File: src/rtl/uart_pkg.sv
`default_nettype none
// ============================================================================
// Module      : uart_pkg
// Description : Shared UART constants and helpers. Holds the legal oversample
//               ratios, the default divisor widths and minimum divisor, and
//               the functions that derive the reset-time divisor
//               {DEF_INT, DEF_FRAC} from clock frequency, baud rate and
//               oversample ratio.
// Revision    : 1.0 - initial release
// ============================================================================
package uart_pkg;

    // Legal oversample ratios
    localparam int unsigned c_os_x1  = 1;
    localparam int unsigned c_os_x8  = 8;
    localparam int unsigned c_os_x16 = 16;

    // Divisor widths: integer clocks-per-tick and fraction in 1/2^FRAC_W units
    localparam int unsigned c_div_int_w  = 16;
    localparam int unsigned c_div_frac_w = 4;

    // Smallest integer divisor that still leaves a non-tick cycle between
    // consecutive ticks
    localparam int unsigned c_min_div_int = 2;

    function automatic bit os_is_legal(input int unsigned os);
        return (os == c_os_x1) || (os == c_os_x8) || (os == c_os_x16);
    endfunction

    // Integer part: floor(sys_clk / (baud * os))
    function automatic longint unsigned calc_def_int(
        input longint unsigned sys_clk,
        input longint unsigned baud,
        input longint unsigned os
    );
        return sys_clk / (baud * os);
    endfunction

    // Fractional part: remainder scaled by 2^frac_w and rounded to nearest.
    // Rounding can reach 2^frac_w, which does not fit, so it saturates.
    function automatic longint unsigned calc_def_frac(
        input longint unsigned sys_clk,
        input longint unsigned baud,
        input longint unsigned os,
        input int unsigned     frac_w
    );
        longint unsigned divisor;
        longint unsigned rem;
        longint unsigned full;
        longint unsigned scaled;
        divisor = baud * os;
        rem     = sys_clk % divisor;
        full    = 64'd1 << frac_w;
        scaled  = (rem * full + divisor / 64'd2) / divisor;
        if (scaled >= full) begin
            scaled = full - 64'd1;
        end
        return scaled;
    endfunction

endpackage : uart_pkg
`default_nettype wire

File: src/rtl/baud_frac_acc.sv
`default_nettype none
// ============================================================================
// Module      : baud_frac_acc
// Description : Fractional divisor accumulator. Holds frac_acc and presents
//               the carry-out of frac_acc + frac for the period currently in
//               progress. The accumulator advances once per period, on the
//               boundary edge, so the carry is stable for a whole period.
// Ports       : i_clk   - clock (rising edge)
//               i_rst   - asynchronous active-high reset
//               i_clr   - synchronous clear (generator disabled)
//               i_adv   - advance accumulator (period boundary)
//               i_frac  - active fractional divisor
//               o_carry - one extra clock for the current period
// Revision    : 1.0 - initial release
// ============================================================================
module baud_frac_acc #(
    parameter int unsigned FRAC_W = 4
) (
    input  logic              i_clk,
    input  logic              i_rst,
    input  logic              i_clr,
    input  logic              i_adv,
    input  logic [FRAC_W-1:0] i_frac,
    output logic              o_carry
);

    logic [FRAC_W-1:0] r_acc;
    logic [FRAC_W:0]   w_sum;

    // Wrap-around sum; the MSB is the carry that lengthens this period
    assign w_sum   = {1'b0, r_acc} + {1'b0, i_frac};
    assign o_carry = w_sum[FRAC_W];

    always_ff @(posedge i_clk or posedge i_rst) begin
        if (i_rst) begin
            r_acc <= '0;
        end else if (i_clr) begin
            r_acc <= '0;
        end else if (i_adv) begin
            r_acc <= w_sum[FRAC_W-1:0];
        end
    end

endmodule : baud_frac_acc
`default_nettype wire

File: src/rtl/tx_frac_baud_generator.sv
`default_nettype none
// ============================================================================
// Module      : tx_frac_baud_generator
// Description : Fractional-N baud tick generator. Produces an oversample tick
//               (os_tick) whose period is act_int or act_int+1 clocks, so
//               that 2^FRAC_W periods total exactly 2^FRAC_W*act_int +
//               act_frac clocks, and a bit tick (tx_tick) on every
//               OVERSAMPLE-th os_tick. New divisors are staged in a shadow
//               pair and only become active on a period boundary.
// Ports       : tx_clk      - clock (rising edge)
//               rst         - asynchronous active-high reset
//               baud_gen_en - 1 = run, 0 = hold in restart state
//               div_load    - one-cycle request to load div_int/div_frac
//               div_int     - integer clocks per oversample tick
//               div_frac    - fractional clocks per tick, 1/2^FRAC_W units
//               div_err     - one-cycle pulse when a load is rejected
//               os_tick     - oversample tick, one cycle per period
//               tx_tick     - bit tick, coincident with a phase-wrapping
//                             os_tick
// Revision    : 1.0 - initial release
// ============================================================================
module tx_frac_baud_generator
    import uart_pkg::*;
#(
    parameter int unsigned TX_SYS_CLK = 50_000_000,
    parameter int unsigned BAUD_RATE  = 9600,
    parameter int unsigned OVERSAMPLE = 16,
    parameter int unsigned INT_W      = c_div_int_w,
    parameter int unsigned FRAC_W     = c_div_frac_w
) (
    input  logic              tx_clk,
    input  logic              rst,
    input  logic              baud_gen_en,
    input  logic              div_load,
    input  logic [INT_W-1:0]  div_int,
    input  logic [FRAC_W-1:0] div_frac,
    output logic              div_err,
    output logic              os_tick,
    output logic              tx_tick
);

    // ------------------------------------------------------------------------
    // Elaboration-time checks
    // ------------------------------------------------------------------------
    generate
        if (!os_is_legal(OVERSAMPLE)) begin : g_os_illegal
            $error("tx_frac_baud_generator: OVERSAMPLE must be 1, 8 or 16");
        end
    endgenerate

    // ------------------------------------------------------------------------
    // Constants
    // ------------------------------------------------------------------------
    // One spare bit so act_int + carry never overflows
    localparam int unsigned c_cnt_w = INT_W + 1;
    localparam int unsigned c_ph_w  = (OVERSAMPLE > 1) ? $clog2(OVERSAMPLE) : 1;

    localparam logic [INT_W-1:0] c_def_int = INT_W'(calc_def_int(
        64'(TX_SYS_CLK), 64'(BAUD_RATE), 64'(OVERSAMPLE)));
    localparam logic [FRAC_W-1:0] c_def_frac = FRAC_W'(calc_def_frac(
        64'(TX_SYS_CLK), 64'(BAUD_RATE), 64'(OVERSAMPLE), FRAC_W));

    localparam logic [INT_W-1:0]  c_min_int  = INT_W'(c_min_div_int);
    localparam logic [c_ph_w-1:0] c_ph_last  = c_ph_w'(OVERSAMPLE - 1);

    // ------------------------------------------------------------------------
    // Signals
    // ------------------------------------------------------------------------
    logic [c_cnt_w-1:0] r_cnt;
    logic [c_ph_w-1:0]  r_phase;
    logic [INT_W-1:0]   r_shd_int;
    logic [FRAC_W-1:0]  r_shd_frac;
    logic [INT_W-1:0]   r_act_int;
    logic [FRAC_W-1:0]  r_act_frac;
    logic               r_os_tick;
    logic               r_tx_tick;
    logic               r_div_err;

    logic               w_carry;
    logic [c_cnt_w-1:0] w_period;
    logic [c_cnt_w-1:0] w_last;
    logic               w_boundary;
    logic               w_load_ok;
    logic               w_load_bad;
    logic               w_ph_wrap;

    // ------------------------------------------------------------------------
    // Fraction accumulator
    // ------------------------------------------------------------------------
    baud_frac_acc #(
        .FRAC_W (FRAC_W)
    ) u_frac_acc (
        .i_clk   (tx_clk),
        .i_rst   (rst),
        .i_clr   (!baud_gen_en),
        .i_adv   (w_boundary),
        .i_frac  (r_act_frac),
        .o_carry (w_carry)
    );

    // ------------------------------------------------------------------------
    // Period decode
    // ------------------------------------------------------------------------
    // The carry and the active divisor only change on the boundary edge, so
    // the period length is fixed for the whole period.
    assign w_period   = {1'b0, r_act_int} + {{INT_W{1'b0}}, w_carry};
    assign w_last     = w_period - c_cnt_w'(1);
    assign w_boundary = baud_gen_en && (r_cnt == w_last);
    assign w_ph_wrap  = (r_phase == c_ph_last);

    assign w_load_ok  = div_load && (div_int >= c_min_int);
    assign w_load_bad = div_load && (div_int <  c_min_int);

    // ------------------------------------------------------------------------
    // Counter, phase and tick outputs
    // ------------------------------------------------------------------------
    always_ff @(posedge tx_clk or posedge rst) begin
        if (rst) begin
            r_cnt     <= '0;
            r_phase   <= '0;
            r_os_tick <= 1'b0;
            r_tx_tick <= 1'b0;
        end else if (!baud_gen_en) begin
            r_cnt     <= '0;
            r_phase   <= '0;
            r_os_tick <= 1'b0;
            r_tx_tick <= 1'b0;
        end else if (w_boundary) begin
            r_cnt     <= '0;
            r_os_tick <= 1'b1;
            r_tx_tick <= w_ph_wrap;
            r_phase   <= w_ph_wrap ? '0 : (r_phase + c_ph_w'(1));
        end else begin
            r_cnt     <= r_cnt + c_cnt_w'(1);
            r_os_tick <= 1'b0;
            r_tx_tick <= 1'b0;
        end
    end

    // ------------------------------------------------------------------------
    // Shadow / active divisor
    // ------------------------------------------------------------------------
    // On the boundary edge the active pair takes the shadow value as it was
    // before this edge, so a load landing on the boundary waits one more
    // period. While disabled there is no period in flight, so an accepted
    // load goes straight to the active pair.
    always_ff @(posedge tx_clk or posedge rst) begin
        if (rst) begin
            r_shd_int  <= c_def_int;
            r_shd_frac <= c_def_frac;
            r_act_int  <= c_def_int;
            r_act_frac <= c_def_frac;
        end else begin
            if (w_load_ok) begin
                r_shd_int  <= div_int;
                r_shd_frac <= div_frac;
            end
            if (!baud_gen_en) begin
                r_act_int  <= w_load_ok ? div_int  : r_shd_int;
                r_act_frac <= w_load_ok ? div_frac : r_shd_frac;
            end else if (w_boundary) begin
                r_act_int  <= r_shd_int;
                r_act_frac <= r_shd_frac;
            end
        end
    end

    // ------------------------------------------------------------------------
    // Load rejection flag
    // ------------------------------------------------------------------------
    always_ff @(posedge tx_clk or posedge rst) begin
        if (rst) begin
            r_div_err <= 1'b0;
        end else begin
            r_div_err <= w_load_bad;
        end
    end

    assign os_tick = r_os_tick;
    assign tx_tick = r_tx_tick;
    assign div_err = r_div_err;

endmodule : tx_frac_baud_generator
`default_nettype wire

File: config.mk
export PLATFORM = sky130hd
export DESIGN_NAME = tx_frac_baud_generator
export DESIGN_NICKNAME = d
export VERILOG_FILES = /design/src/rtl/uart_pkg.sv /design/src/rtl/baud_frac_acc.sv /design/src/rtl/tx_frac_baud_generator.sv
export SDC_FILE = /design/constraint.sdc
export NUM_CORES = 1
export LEC_CHECK = 0
export BUFFER_PORTS_ARGS = -buffer_cell sky130_fd_sc_hd__buf_2
export CORE_AREA = 2 2 86 88
export CTS_CLUSTER_DIAMETER = 80
export DETAILED_ROUTE_END_ITERATION = 8
export DIE_AREA = 0 0 88 90
export PLACE_DENSITY = 0.74
export SYNTH_ARGS = -nofsm -noshare
export SYNTH_HDL_FRONTEND = slang
export SYNTH_SLANG_ARGS = --single-unit
File: constraint.sdc
create_clock -name tx_clk -period 3.75 [get_ports tx_clk]
set_input_delay 0.75 -clock tx_clk [delete_from_list [all_inputs] [get_ports tx_clk]]
set_output_delay 0.75 -clock tx_clk [all_outputs]
set_load 0.05 [all_outputs]
* Word-level counts from Yosys, hierarchy flattened
Cells that the tools add are included.
Storage, ports and cells: flip-flop bits (word level) 68, output and inout bits 3
Operators by class: reduce and logical (&&, ||, !) cells 3, add/sub/neg operators 5, $lt $le $gt $ge 2, equal/unequal tests 3, multiplexer cells 17
Operators with widths (count):
- $mux 16 | 3
- $mux 17 | 2
- $mux 4 | 8
- $add 16x1->17 | 1
- $add 17x1->17 const B | 1
- $eq 17x17->1 | 1
- $sub 17x1->17 const B | 1
- $ge 16x2->1 const B | 1
- $lt 16x2->1 const B | 1
- $add 4x4->5 | 1
- $add 4x1->4 const B | 1
- $eq 4x4->1 const B | 1
- $mux 1 | 4
- $logic_and 1x1->1 | 3
- $ne 2x1->1 const B | 1

* Longest topological paths before layout
Gate-level depths: netlist of run 1.
depth after elaboration 7, mapped depth 16, mapped depth without buffers 13

* By module
From an unflattened synthesis of run 1, not the netlist that was laid out.
Second synthesis, totals: cell total of the unflattened synthesis 378, area total of the unflattened synthesis 3818.7 µm²
By module, submodules not included:
- tx_frac_baud_generator | cells each 350, area each 3519.6 µm², instances 1
- baud_frac_acc | cells each 28, area each 299.0 µm², instances 1

* Least setup slack after synthesis of run 1
No wires, ideal clock.
path type register to register, start point register r_act_frac[0], end point register r_act_frac[1], data arrival time 3.861 ns, required time 3.613 ns, period minus slack after synthesis 3.998 ns, cell stages (with the launch flop) 15, path slack -0.248 ns, path buffers 2, setup time 0.137 ns, path through dfrtp_1 ha_1 fa_1 a21o_1 a21oi_1 ha_1 or4b_4 or3_1 a211o_1 a2111o_1 or4_1 buf_2 buf_2 mux2i_1 a21oi_1
On the way: word-level cells in the longest chain between the ends 6
RTL lines:
- start: declaration | line tx_frac_baud_generator.sv:74 | logic [FRAC_W-1:0] r_act_frac;
- start signal: assignment | line tx_frac_baud_generator.sv:152 | r_act_frac <= c_def_frac;
- start signal: assignment | line tx_frac_baud_generator.sv:160 | r_act_frac <= w_load_ok ? div_frac : r_shd_frac;
- start signal: assignment | line tx_frac_baud_generator.sv:163 | r_act_frac <= r_shd_frac;
- $add 4x4->5 | line baud_frac_acc.sv:31 | assign w_sum = {1'b0, r_acc} + {1'b0, i_frac};
- $add 16x1->17 | line tx_frac_baud_generator.sv:106 | assign w_period = {1'b0, r_act_int} + {{INT_W{1'b0}}, w_carry};
- $sub 17x1->17 | line tx_frac_baud_generator.sv:107 | assign w_last = w_period - c_cnt_w'(1);
- $eq 17x17->1 | line tx_frac_baud_generator.sv:108 | assign w_boundary = baud_gen_en && (r_cnt == w_last);
- $logic_and 1x1->1 | line tx_frac_baud_generator.sv:108
- $ne 2x1->1 (no line)
Every way passes these cells. A chain may end at the register's enable or synchronous reset.

* Worst setup path in the final report of run 1
start point register u_frac_acc.r_acc[0], end point register r_phase[3]
On the way: word-level cells in the longest chain between the ends 6
RTL lines:
- start: declaration | line baud_frac_acc.sv:27 | logic [FRAC_W-1:0] r_acc;
- start signal: assignment | line baud_frac_acc.sv:40 | r_acc <= w_sum[FRAC_W-1:0];
- $add 4x4->5 | line baud_frac_acc.sv:31
- $add 16x1->17 | line tx_frac_baud_generator.sv:106
- $sub 17x1->17 | line tx_frac_baud_generator.sv:107
- $eq 17x17->1 | line tx_frac_baud_generator.sv:108
- $logic_and 1x1->1 | line tx_frac_baud_generator.sv:108
- $ne 2x1->1 (no line)
- end signal: assignment | line tx_frac_baud_generator.sv:132 | r_phase <= w_ph_wrap ? '0 : (r_phase + c_ph_w'(1));
- end: declaration | line tx_frac_baud_generator.sv:70 | logic [c_ph_w-1:0] r_phase;
Every way passes these cells.

==> results.sh, run 1 <==
export IMPL_status="finished, violations left"
export IMPL_violations="negative setup slack"
export IMPL_worstPathArrival_ns=4.20
export IMPL_min_path_type="reg -> reg"
export IMPL_drv_cap=0
export IMPL_synth_top_area_share_pct=39.8
export IMPL_gp_congestion=0.885
export IMPL_fin_crit_sh_pct=105
export IMPL_final_util_pct=60.3
export IMPL_synth_area_um2=3650
export IMPL_clkLatencyLatePin_ns=0.35
export IMPL_tightest_slew_ns=0.975
export IMPL_cts_hold_buf=0
export IMPL_insertedDiodeCount=0
export IMPL_rsz0062_at_grt="true"
export IMPL_layout_common_cells="dfrtp_1, nor2_1, buf_2, a21oi_1, mux2i_1"
export IMPL_initial_core_util_pct=52.0
export IMPL_io_buffers=26
export IMPL_cts_tree="done"
export IMPL_totalWireLength_um=6970
export IMPL_drt_iter0_markers=115
export IMPL_vias_per_cell=5.43
export IMPL_placed_cells=477
export IMPL_hold_viol=0
export IMPL_cts_made_buffers=9
export IMPL_layout_min_cycle_time_ns=3.93
export IMPL_clock_sinks=68
export IMPL_dp_hpwl_um=5010
export IMPL_end_kind="register"
export IMPL_io_pins=27
export IMPL_fin_cells=497
export IMPL_path_class="reg -> reg"
export IMPL_worstSetupStartpointType="register"
export IMPL_area_delta_synth_final_pct=15.9
export IMPL_tns_ns=-5.81
export IMPL_yosysTopAreaCell="dfrtp_1"
export IMPL_grt_max_degree=44
export IMPL_drc=0
export IMPL_grt_overflow_total=0
export IMPL_ctsHtreeMaxLevel=3
export IMPL_synth_distinct_cells=45
export IMPL_cts_root_buf="clkbuf_8"
export IMPL_synth_area_top_cells="dfrtp_1, dfstp_2, mux2i_1"
export IMPL_ys_seq_area_share_pct=47.0
export IMPL_multi_input_area_um2=1850
export IMPL_avgSynthCellArea_um2=10.2
export IMPL_cts_buffer_depth=2
export IMPL_cp_max_fo=7
export IMPL_clk_pin_slew_ns=0.08
export IMPL_grt_pass1_wl_um=12100
export IMPL_crit_required_ns=4.02
export IMPL_antenna_found_initial=0
export IMPL_max_slew_margin_pct=34.4
export IMPL_finalPower_mw=1.60
export IMPL_regArea_um2=1710
export IMPL_power_density_nw_per_um2=378
export IMPL_grtUsageTotal_pct=19.3
export IMPL_finalSetupViolations=47
export IMPL_rows=31
export IMPL_yosys_warnings=0
export IMPL_first_pass_iters=4
export IMPL_synth_nets=389
export IMPL_fill_cells=605
export IMPL_wl_per_cell_um=14.0
export IMPL_fmax_mhz=255
export IMPL_fin_ws_ns=-0.179
export IMPL_ir_worst_vdd_v=0.000273
export IMPL_core_um2=7020
export IMPL_synth_cells=356
export IMPL_die_w_um=88
export IMPL_nNetsFinal=426
export IMPL_drive_above_1_share_pct=26.6
export IMPL_layout_commonest_cell="dfrtp_1"
export IMPL_p_leak_nw=2.00
export IMPL_fin_skew_ns=0.00903
export IMPL_via_count=2699
export IMPL_yosys_register_bits=68
export IMPL_die_h_um=90
export IMPL_die_area_um2=7920
export IMPL_ant_nets=0
export IMPL_grt_pass1_vias=2701
export IMPL_finalMaxSlewViolations=0
-- registers in the layout (all words and copies together), names as in the netlist --
register          cells
div_err               1
os_tick               1
r_act_frac            4
r_act_int            16
r_cnt                17
r_phase               4
r_shd_frac            4
r_shd_int            16
tx_tick               1
u_frac_acc.r_acc      4
-- routing by layer --
metal  vias to the layer above  track usage (%)  share of wire, %
li1                       1322                -                 -
met5                         -                0                 0
met3                        22             3.95               3.7
met2                        61             29.0                46
met1                      1294             26.2                47
met4                         0             10.1               3.1
-- area by class of cell --
cell class	instances	share of cell area [%]
clock buffers	10	3.25
clock inverters	6	0.946
repair buffers	46	8.02
well taps	99	2.93
flip-flops and latches	68	40.5
inverters	7	0.621
multi-input cells	261	43.7
-- synthesized netlist by cell type --
library cell / number
a21o_1: 3
or3_1: 3
and2_1: 1
clkbuf_1: 13
nor2_2: 1
o21ai_0: 6
fa_1: 1
a31oi_1: 1
nor2_1: 48
nand3b_1: 1
clkinv_1: 1
a2111o_1: 1
and4_1: 1
xnor2_1: 20
a311oi_1: 3
mux2i_1: 25
a211o_1: 2
inv_1: 6
nor2b_1: 1
or4b_2: 1
nand4_1: 7
buf_4: 1
and4b_1: 1
o21a_1: 1
buf_2: 4
o211ai_1: 2
nor3b_1: 3
nand3_1: 9
mux2_2: 18
or4b_4: 1
nand4b_1: 1
nor4b_1: 1
xor2_1: 18
or4_1: 1
nand2b_1: 1
nor3_1: 6
a311o_1: 1
dfrtp_1: 58
and3_1: 10
a21oi_1: 28
nor4_1: 8
nand2_1: 17
buf_6: 2
dfstp_2: 10
ha_1: 8
-- power breakdown --
group	total, mW	internal [mW]	switching, mW
Sequential	0.848	0.792	0.0561
Combinational	0.214	0.106	0.108
Clock	0.538	0.256	0.282
Total	1.60	1.15	0.446
-- critical path, stage by stage, from the launching register on --
cell and delay [ns]:
dfrtp_1 0.39, ha_2 0.20, fa_2 0.36, a21o_1 0.17, a21oi_2 0.13, ha_2 0.20
or4b_4 0.46, or3_1 0.32, a211o_1 0.27, a2111o_1 0.31, or4_4 0.43, buf_6 0.15
or3_1 0.35, a21oi_2 0.12
-- cells by family (layout without fill, tap and decap cells) --
| family | count (synthesis) | count (layout) | synth area share, % |
|---|---|---|---|
| compound gates | 48 | 48 | 7.85 |
| xor+xnor | 38 | 38 | 9.12 |
| fa+ha+maj | 9 | 9 | 3.29 |
| buf+inv | 27 | 69 | 3.43 |
| flops | 68 | 68 | 47.0 |
| mux | 43 | 43 | 12.4 |
| simple gates | 123 | 123 | 16.9 |
-- what timing repair did --
action | CTS | global route
buffers inserted | 1 | 2
gates resized for setup | 2 | 9
gates cloned | 0 | 1
setup endpoints to repair | 46 | 47
pin swaps | 6 | 4
-- final timing paths --
path,from,to,cells after the start,slack [ns]
min reg2reg,r_shd_int[13]$_DFF_PP0_,r_shd_int[13]$_DFF_PP0_,2,0.51
max reg2reg,u_frac_acc.r_acc[0]$_DFFE_PP0P_,r_phase[3]$_DFFE_PP0P_,13,-0.18
min in group asynchronous,rst,r_phase[0]$_DFFE_PP0P_,2,0.52
min,r_shd_int[13]$_DFF_PP0_,r_shd_int[13]$_DFF_PP0_,2,0.51
max in group asynchronous,rst,r_shd_int[8]$_DFF_PP1_,3,2.54
max,u_frac_acc.r_acc[0]$_DFFE_PP0P_,r_phase[3]$_DFFE_PP0P_,13,-0.18
-- stage by stage --
stage	instance area [um2]	hold WS, ns	setup WS, ns
finish	4230	0.507	-0.179
floorplan	3680	0.465	0.0114
detailed placement	3970	0.491	-0.223
CTS	4170	0.510	-0.187
global route	4230	0.546	-0.330
global placement	3970	0.481	-0.0919
(Power assumes the default switching activity.)
==> run 2: changes to the inputs <==
- ABC_AREA: unset -> 1
- CORE_AREA: 2 2 86 88 -> 2 2 91 93
- CTS_CLUSTER_DIAMETER: 80 -> 60
- DIE_AREA: 0 0 88 90 -> 0 0 93 95
- GPL_TIMING_DRIVEN: unset -> 0
- PLACE_DENSITY: 0.74 -> 0.75
==> results.sh, run 2 <==
export IMPL_max_slew_margin_pct=57.6
export IMPL_switching_share_pct=29.5
export IMPL_finalMaxSlewViolations=0
export IMPL_post_cts_buffers=0
export IMPL_end_kind="register"
export IMPL_ir_worst_vdd_v=0.000248
export IMPL_clkLatencyLatePin_ns=0.36
export IMPL_crit_required_ns=4.05
export IMPL_yosys_register_bits=68
export IMPL_p_sw_mw=0.540
export IMPL_yosysTopAreaCell="dfrtp_1"
export IMPL_tightest_slew_ns=0.630
export IMPL_totalWireLength_um=9220
export IMPL_p_leak_nw=2.49
export IMPL_pwr_share_comb_pct=16.2
export IMPL_cts_tree="done"
export IMPL_synth_common_cells="nand2_1, nand3_1, inv_1"
export IMPL_layout_commonest_cell="nand2_1"
export IMPL_status="finished, final reports clean"
export IMPL_fmax_mhz=298
export IMPL_area_delta_synth_final_pct=12.4
export IMPL_die_w_um=93
export IMPL_dp_hpwl_um=7060
export IMPL_io_pins=27
export IMPL_worstPathArrival_ns=3.65
export IMPL_first_pass_iters=4
export IMPL_largest_reg_flops=17
export IMPL_synth_nets=629
export IMPL_post_synth_top_count_cell="nand2_1"
export IMPL_gp_congestion=0.857
export IMPL_grt_overflow_total=0
export IMPL_rows=33
export IMPL_synth_top_area_share_pct=34.3
export IMPL_power_density_nw_per_um2=385
export IMPL_design_area_um2=4750
export IMPL_die_h_um=95
export IMPL_clk_pin_slew_ns=0.09
export IMPL_synthFlopType="dfrtp_1"
export IMPL_post_cts_resized=0
export IMPL_synth_cells=596
export IMPL_largest_register="r_cnt"
export IMPL_grt_max_degree=28
export IMPL_synth_edf_count=0
export IMPL_cts_root_buf="clkbuf_8"
export IMPL_nNetsFinal=667
export IMPL_drt_iter0_markers=223
export IMPL_synth_area_top_cells="dfrtp_1, nand2_1, nand3_1"
export IMPL_placed_cell_area_um2=4530
export IMPL_ant_nets=0
export IMPL_yosys_warnings=0
export IMPL_fin_crit_sh_pct=89.4
export IMPL_finalSetupViolations=0
export IMPL_io_buffers=25
export IMPL_layout_common_cells="nand2_1, nand3_1, inv_1, dfrtp_1, nor2_1"
export IMPL_hold_viol=0
export IMPL_insertedDiodeCount=0
export IMPL_synth_distinct_cells=36
export IMPL_core_um2=7930
export IMPL_tns_ns=0
export IMPL_cpPeakStageDelay_ns=0.48
export IMPL_wl_per_cell_um=12.4
export IMPL_async_flop_share_pct=100
export IMPL_grtUsageTotal_pct=23.2
export IMPL_cpMostUsedCell="nand2_1"
export IMPL_p_int_mw=1.29
export IMPL_power_frac_seq_pct=45.5
export IMPL_p_clk_share_pct=38.3
export IMPL_avgSynthCellArea_um2=7.10
export IMPL_cts_made_buffers=9
export IMPL_drv_cap=0
export IMPL_final_util_pct=60.0
export IMPL_path_class="reg -> reg"
export IMPL_via_count=3801
export IMPL_cp_slowest_cell="nor2_1"
export IMPL_synth_area_um2=4230
export IMPL_die_area_um2=8840
export IMPL_reg_top3="r_cnt x17, r_act_int x16, r_shd_int x16"
export IMPL_layout_min_cycle_time_ns=3.35
export IMPL_cts_hold_buf=0
export IMPL_rsz0062_at_grt="false"
export IMPL_clock_sinks=68
export IMPL_min_path_type="in -> async"
export IMPL_fin_skew_ns=0.0104
export IMPL_cp_max_fo=9
export IMPL_ys_seq_area_share_pct=40.5
export IMPL_initial_core_util_pct=53.3
export IMPL_path_cells="ha_1 -> fa_1 -> nand2_1 -> nand2_1 -> a21oi_1 -> ha_1 -> ha_1 -> nand2_2 -> nor2_4 -> nand2_1 -> nand2_1 -> nand2_1 -> nor2_2 -> nand3_1 -> nor2_1 -> nand3_1 -> nand2_1"
export IMPL_grt_pass1_wl_um=16100
export IMPL_antenna_found_initial=0
export IMPL_drc=0
export IMPL_worstSetupStartpointType="register"
export IMPL_ctsHtreeMaxLevel=3
export IMPL_fill_cells=726
export IMPL_vias_per_cell=5.11
export IMPL_grt_pass1_vias=3647
export IMPL_cts_buffer_depth=2
export IMPL_drive_above_1_share_pct=12.1
run 2: changes by cell type after synthesis, sizes merged, moves of 15 or more:
cell and change:
a21oi -27, and2 +21, inv +75, mux2 -17
mux2i -25, nand2 +147, nand3 +88, nor2 +15
o21ai +17
run 2: power by group through the flow:
stage / Combinational [mW] / Sequential, mW / Clock [mW]
after floorplan: 0.229 / 0.833 / 0
after global placement: 0.281 / 0.844 / 0
after detailed placement: 0.296 / 0.845 / 0
after CTS: 0.299 / 0.831 / 0.712
after global routing: 0.344 / 0.838 / 0.750
final: 0.297 / 0.833 / 0.700
run 2: worst paths after layout:
path	start	to	slack [ns]	cells past startpoint
min	rst	r_shd_frac[2]$_DFF_PP0_	0.36	2
min in group tx_clk	r_act_int[0]$_DFFE_PP1P_	r_act_int[0]$_DFFE_PP1P_	0.49	2
min reg2reg	r_act_int[0]$_DFFE_PP1P_	r_act_int[0]$_DFFE_PP1P_	0.49	2
max reg2reg	r_act_frac[0]$_DFFE_PP0P_	u_frac_acc.r_acc[2]$_DFFE_PP0P_	0.40	17
max	r_act_frac[0]$_DFFE_PP0P_	u_frac_acc.r_acc[2]$_DFFE_PP0P_	0.40	17
max in group asynchronous	rst	r_act_int[8]$_DFFE_PP1P_	2.62	4
run 2: metrics by stage:
| step | std cells | worst slack [ns] | power [mW] | hold slack (ns) |
|---|---|---|---|---|
| floorplan | 596 | 0.935 | 1.06 | 0.464 |
| global placement | 726 | 0.505 | 1.12 | 0.477 |
| detailed placement | 728 | 0.397 | 1.14 | 0.478 |
| CTS | 744 | 0.397 | 1.84 | 0.364 |
| global route | 744 | 0.0616 | 1.93 | 0.392 |
| finish | 744 | 0.398 | 1.83 | 0.360 |
run 2: cells by family (layout without fill, tap and decap cells):
kind of cell / Yosys count / count (layout) / synth area share [%]
adders and majority gates: 9 / 9 / 2.84
DFF: 68 / 68 / 40.5
and+or+nand+nor: 367 / 367 / 39.1
xor gates and xnor gates: 18 / 18 / 3.73
buffers and inverters: 104 / 147 / 9.79
muxes: 1 / 1 / 0.266
AOI/OAI and AO/OA: 29 / 29 / 3.76
run 2: layout make-up:
| class | instances | area [um2] | area share [%] |
|---|---|---|---|
| multi-input combinational | 424 | 2100 | 44.2 |
| timing repair buffer | 27 | 165 | 3.47 |
| inverter | 81 | 304 | 6.39 |
| tap | 105 | 131 | 2.76 |
| sequential | 68 | 1710 | 36.1 |
| clock buffer | 9 | 124 | 2.61 |
| buffer | 23 | 110 | 2.32 |
| clock inverter | 7 | 105 | 2.21 |
run 2: metal layers:
metal  part of all wire, %  vias to the layer above  GRT usage (%)
li1                      -                     1943              -
met1                    44                     1746           28.6
met2                    50                       95           40.3
met3                   4.0                       17           4.23
met4                   2.3                        0           9.31
met5                     0                        -              0
run 2: critical path, delay by kind of cell, from the launching register on:
family / cells / cell delay [ns]
AND/OR/NAND/NOR: 12 / 1.63
adder cells (fa/ha/maj): 4 / 1.12
flip-flops: 1 / 0.39
AO/OA/AOI/OAI: 1 / 0.14
==> run 3: changes to the inputs <==
- CORE_AREA: 2 2 91 93 -> 2 2 92 94
- DIE_AREA: 0 0 93 95 -> 0 0 94 96
- SYNTH_HIERARCHICAL: unset -> 1
==> results.sh, run 3 <==
export IMPL_status="finished, final reports clean"
export IMPL_synth_cells=567
export IMPL_worstSetupStartpointType="register"
export IMPL_path_class="reg -> reg"
export IMPL_first_pass_iters=4
export IMPL_cts_root_buf="clkbuf_8"
export IMPL_reg_top3="r_cnt x17, r_act_int x16, r_shd_int x16"
export IMPL_clock_sinks=68
export IMPL_ant_nets=0
export IMPL_ys_seq_area_share_pct=39.8
export IMPL_routed_wl_met2_um=4700
export IMPL_layout_min_cycle_time_ns=3.51
export IMPL_drive_above_1_share_pct=17.6
export IMPL_placed_cells=699
export IMPL_clkLatencyLatePin_ns=0.35
export IMPL_core_um2=8050
export IMPL_io_buffers=26
export IMPL_worstPathArrival_ns=3.76
export IMPL_die_area_um2=9020
export IMPL_grt_pass1_vias=3782
export IMPL_synth_common_cells="nand2_1, inv_1, dfrtp_1"
export IMPL_insertedDiodeCount=0
export IMPL_drt_iter0_markers=195
export IMPL_totalWireLength_um=9360
export IMPL_fin_crit_sh_pct=93.6
export IMPL_die_h_um=96
export IMPL_fmax_mhz=285
export IMPL_initial_core_util_pct=53.5
export IMPL_cts_buffer_depth=2
export IMPL_finalMaxSlewViolations=0
export IMPL_synth_distinct_cells=39
export IMPL_highest_layer="met4"
export IMPL_placed_cell_area_um2=4590
export IMPL_synth_edf_count=0
export IMPL_antenna_found_initial=0
export IMPL_p_leak_nw=2.42
export IMPL_rows=33
export IMPL_drc=0
export IMPL_layout_commonest_cell="nand2_1"
export IMPL_async_flop_share_pct=100
export IMPL_fin_skew_ns=0.0141
export IMPL_ir_worst_vdd_v=0.000225
export IMPL_cpMostUsedCell="nand2_1"
export IMPL_largest_register="r_cnt"
export IMPL_yosys_warnings=6
export IMPL_yosysTopAreaCell="dfrtp_1"
export IMPL_cpPeakStageDelay_ns=0.40
export IMPL_grt_max_degree=44
export IMPL_cts_made_buffers=9
export IMPL_cts_tree="done"
export IMPL_path_cells="ha_1 -> fa_2 -> a21oi_2 -> o21bai_1 -> inv_1 -> ha_2 -> ha_2 -> nand2_4 -> inv_1 -> nand2_1 -> nand2_1 -> nand2_1 -> nor3_2 -> nand2_1 -> nor2_4 -> nand2_4 -> buf_6 -> nor2_2 -> or2_1 -> inv_1 -> a22o_1"
export IMPL_synth_area_um2=4310
export IMPL_hold_viol=0
export IMPL_synth_area_top_cells="dfrtp_1, nand2_1, inv_1"
export IMPL_drv_cap=0
export IMPL_crit_required_ns=4.00
export IMPL_ctsHtreeMaxLevel=3
export IMPL_tightest_slew_ns=0.550
export IMPL_dp_hpwl_um=6920
export IMPL_wl_met1_um=4110
export IMPL_gp_congestion=0.872
export IMPL_clk_pin_slew_ns=0.08
export IMPL_cp_max_fo=10
export IMPL_io_pins=27
export IMPL_area_delta_synth_final_pct=12.4
export IMPL_wl_met3_um=397
export IMPL_cp_slowest_cell="dfrtp_1"
export IMPL_grt_pass1_wl_um=16500
export IMPL_yosys_register_bits=68
export IMPL_layout_common_cells="nand2_1, inv_1, dfrtp_1, nor2_1"
export IMPL_nNetsFinal=641
export IMPL_design_area_um2=4840
export IMPL_synth_nets=600
export IMPL_cp_top_family="simple AND/OR/NAND/NOR gates"
export IMPL_via_count=3740
export IMPL_post_synth_top_count_cell="nand2_1"
export IMPL_fin_cells=718
export IMPL_grt_overflow_total=0
export IMPL_largest_reg_flops=17
export IMPL_synthFlopType="dfrtp_1"
export IMPL_wl_per_cell_um=13.0
export IMPL_max_slew_margin_pct=63.4
export IMPL_end_kind="register"
export IMPL_vias_per_cell=5.21
export IMPL_finalSetupViolations=0
export IMPL_die_w_um=94
export IMPL_power_density_nw_per_um2=377
export IMPL_min_path_type="in -> async"
export IMPL_avgSynthCellArea_um2=7.60
export IMPL_grtUsageTotal_pct=23.2
export IMPL_crit_buf_inv=4
export IMPL_synth_top_area_share_pct=33.7
## run 3: per-stage QoR
stage	setup WS (ns)	hold slack [ns]	TNS (ns)	total power, mW	util [%]
floorplan	0.509	0.453	0	1.08	-
global placement	0.151	0.464	0	1.15	56.8
detailed placement	0.0749	0.472	0	1.16	57.0
CTS	0.0376	0.271	0	1.83	59.7
global route	-0.00995	0.279	-0.00995	1.92	60.2
finish	0.240	0.277	0	1.83	60.2
## run 3: repair_timing
item | CTS | global route
hold buffers | 0 | 0
setup buffers | 0 | 3
endpoints found under the setup margin | 0 | 4
resized for setup | 0 | 5
## run 3: area by class of cell
cell class | count | area [um2]
clock buffers | 10 | 128
well taps | 105 | 131
plain buffers | 18 | 105
inverters | 78 | 293
clock inverters | 6 | 87.6
flip-flops and latches | 68 | 1710
multi-input cells | 403 | 2210
repair buffers | 30 | 173
fillers | 700 | 3210
## run 3: final timing paths
| check | from | endpoint | slack [ns] | cells past startpoint |
|---|---|---|---|---|
| min in group tx_clk | r_act_int[0]$_DFFE_PP1P_ | r_act_int[0]$_DFFE_PP1P_ | 0.48 | 2 |
| hold reg to reg | r_act_int[0]$_DFFE_PP1P_ | r_act_int[0]$_DFFE_PP1P_ | 0.48 | 2 |
| hold / removal | rst | u_frac_acc/r_acc[3]$_DFFE_PP0P_ | 0.28 | 2 |
| setup reg to reg | r_act_frac[0]$_DFFE_PP0P_ | u_frac_acc/r_acc[0]$_DFFE_PP0P_ | 0.24 | 21 |
| max in group asynchronous | rst | r_act_int[8]$_DFFE_PP1P_ | 2.66 | 3 |
| setup / recovery | r_act_frac[0]$_DFFE_PP0P_ | u_frac_acc/r_acc[0]$_DFFE_PP0P_ | 0.24 | 21 |
## run 3: kinds of logic after synthesis
logic type	count (synthesis)	synth area share, %
flops	68	39.8
simple gates	300	32.7
buf+inv	96	9.23
fa+ha+maj	9	2.79
xor+xnor	18	3.66
mux	1	0.261
compound gates	75	11.6
## run 3: layer usage
layer / up-vias / track usage [%]
met3: 17 / 3.45
met4: 0 / 10.3
met2: 73 / 40.9
met1: 1761 / 28.1
met5: - / 0
li1: 1889 / -
## run 3: power breakdown
group	switching [mW]	internal, mW	total [mW]
Combinational	0.201	0.121	0.323
Sequential	0.0437	0.789	0.833
Clock	0.297	0.376	0.672
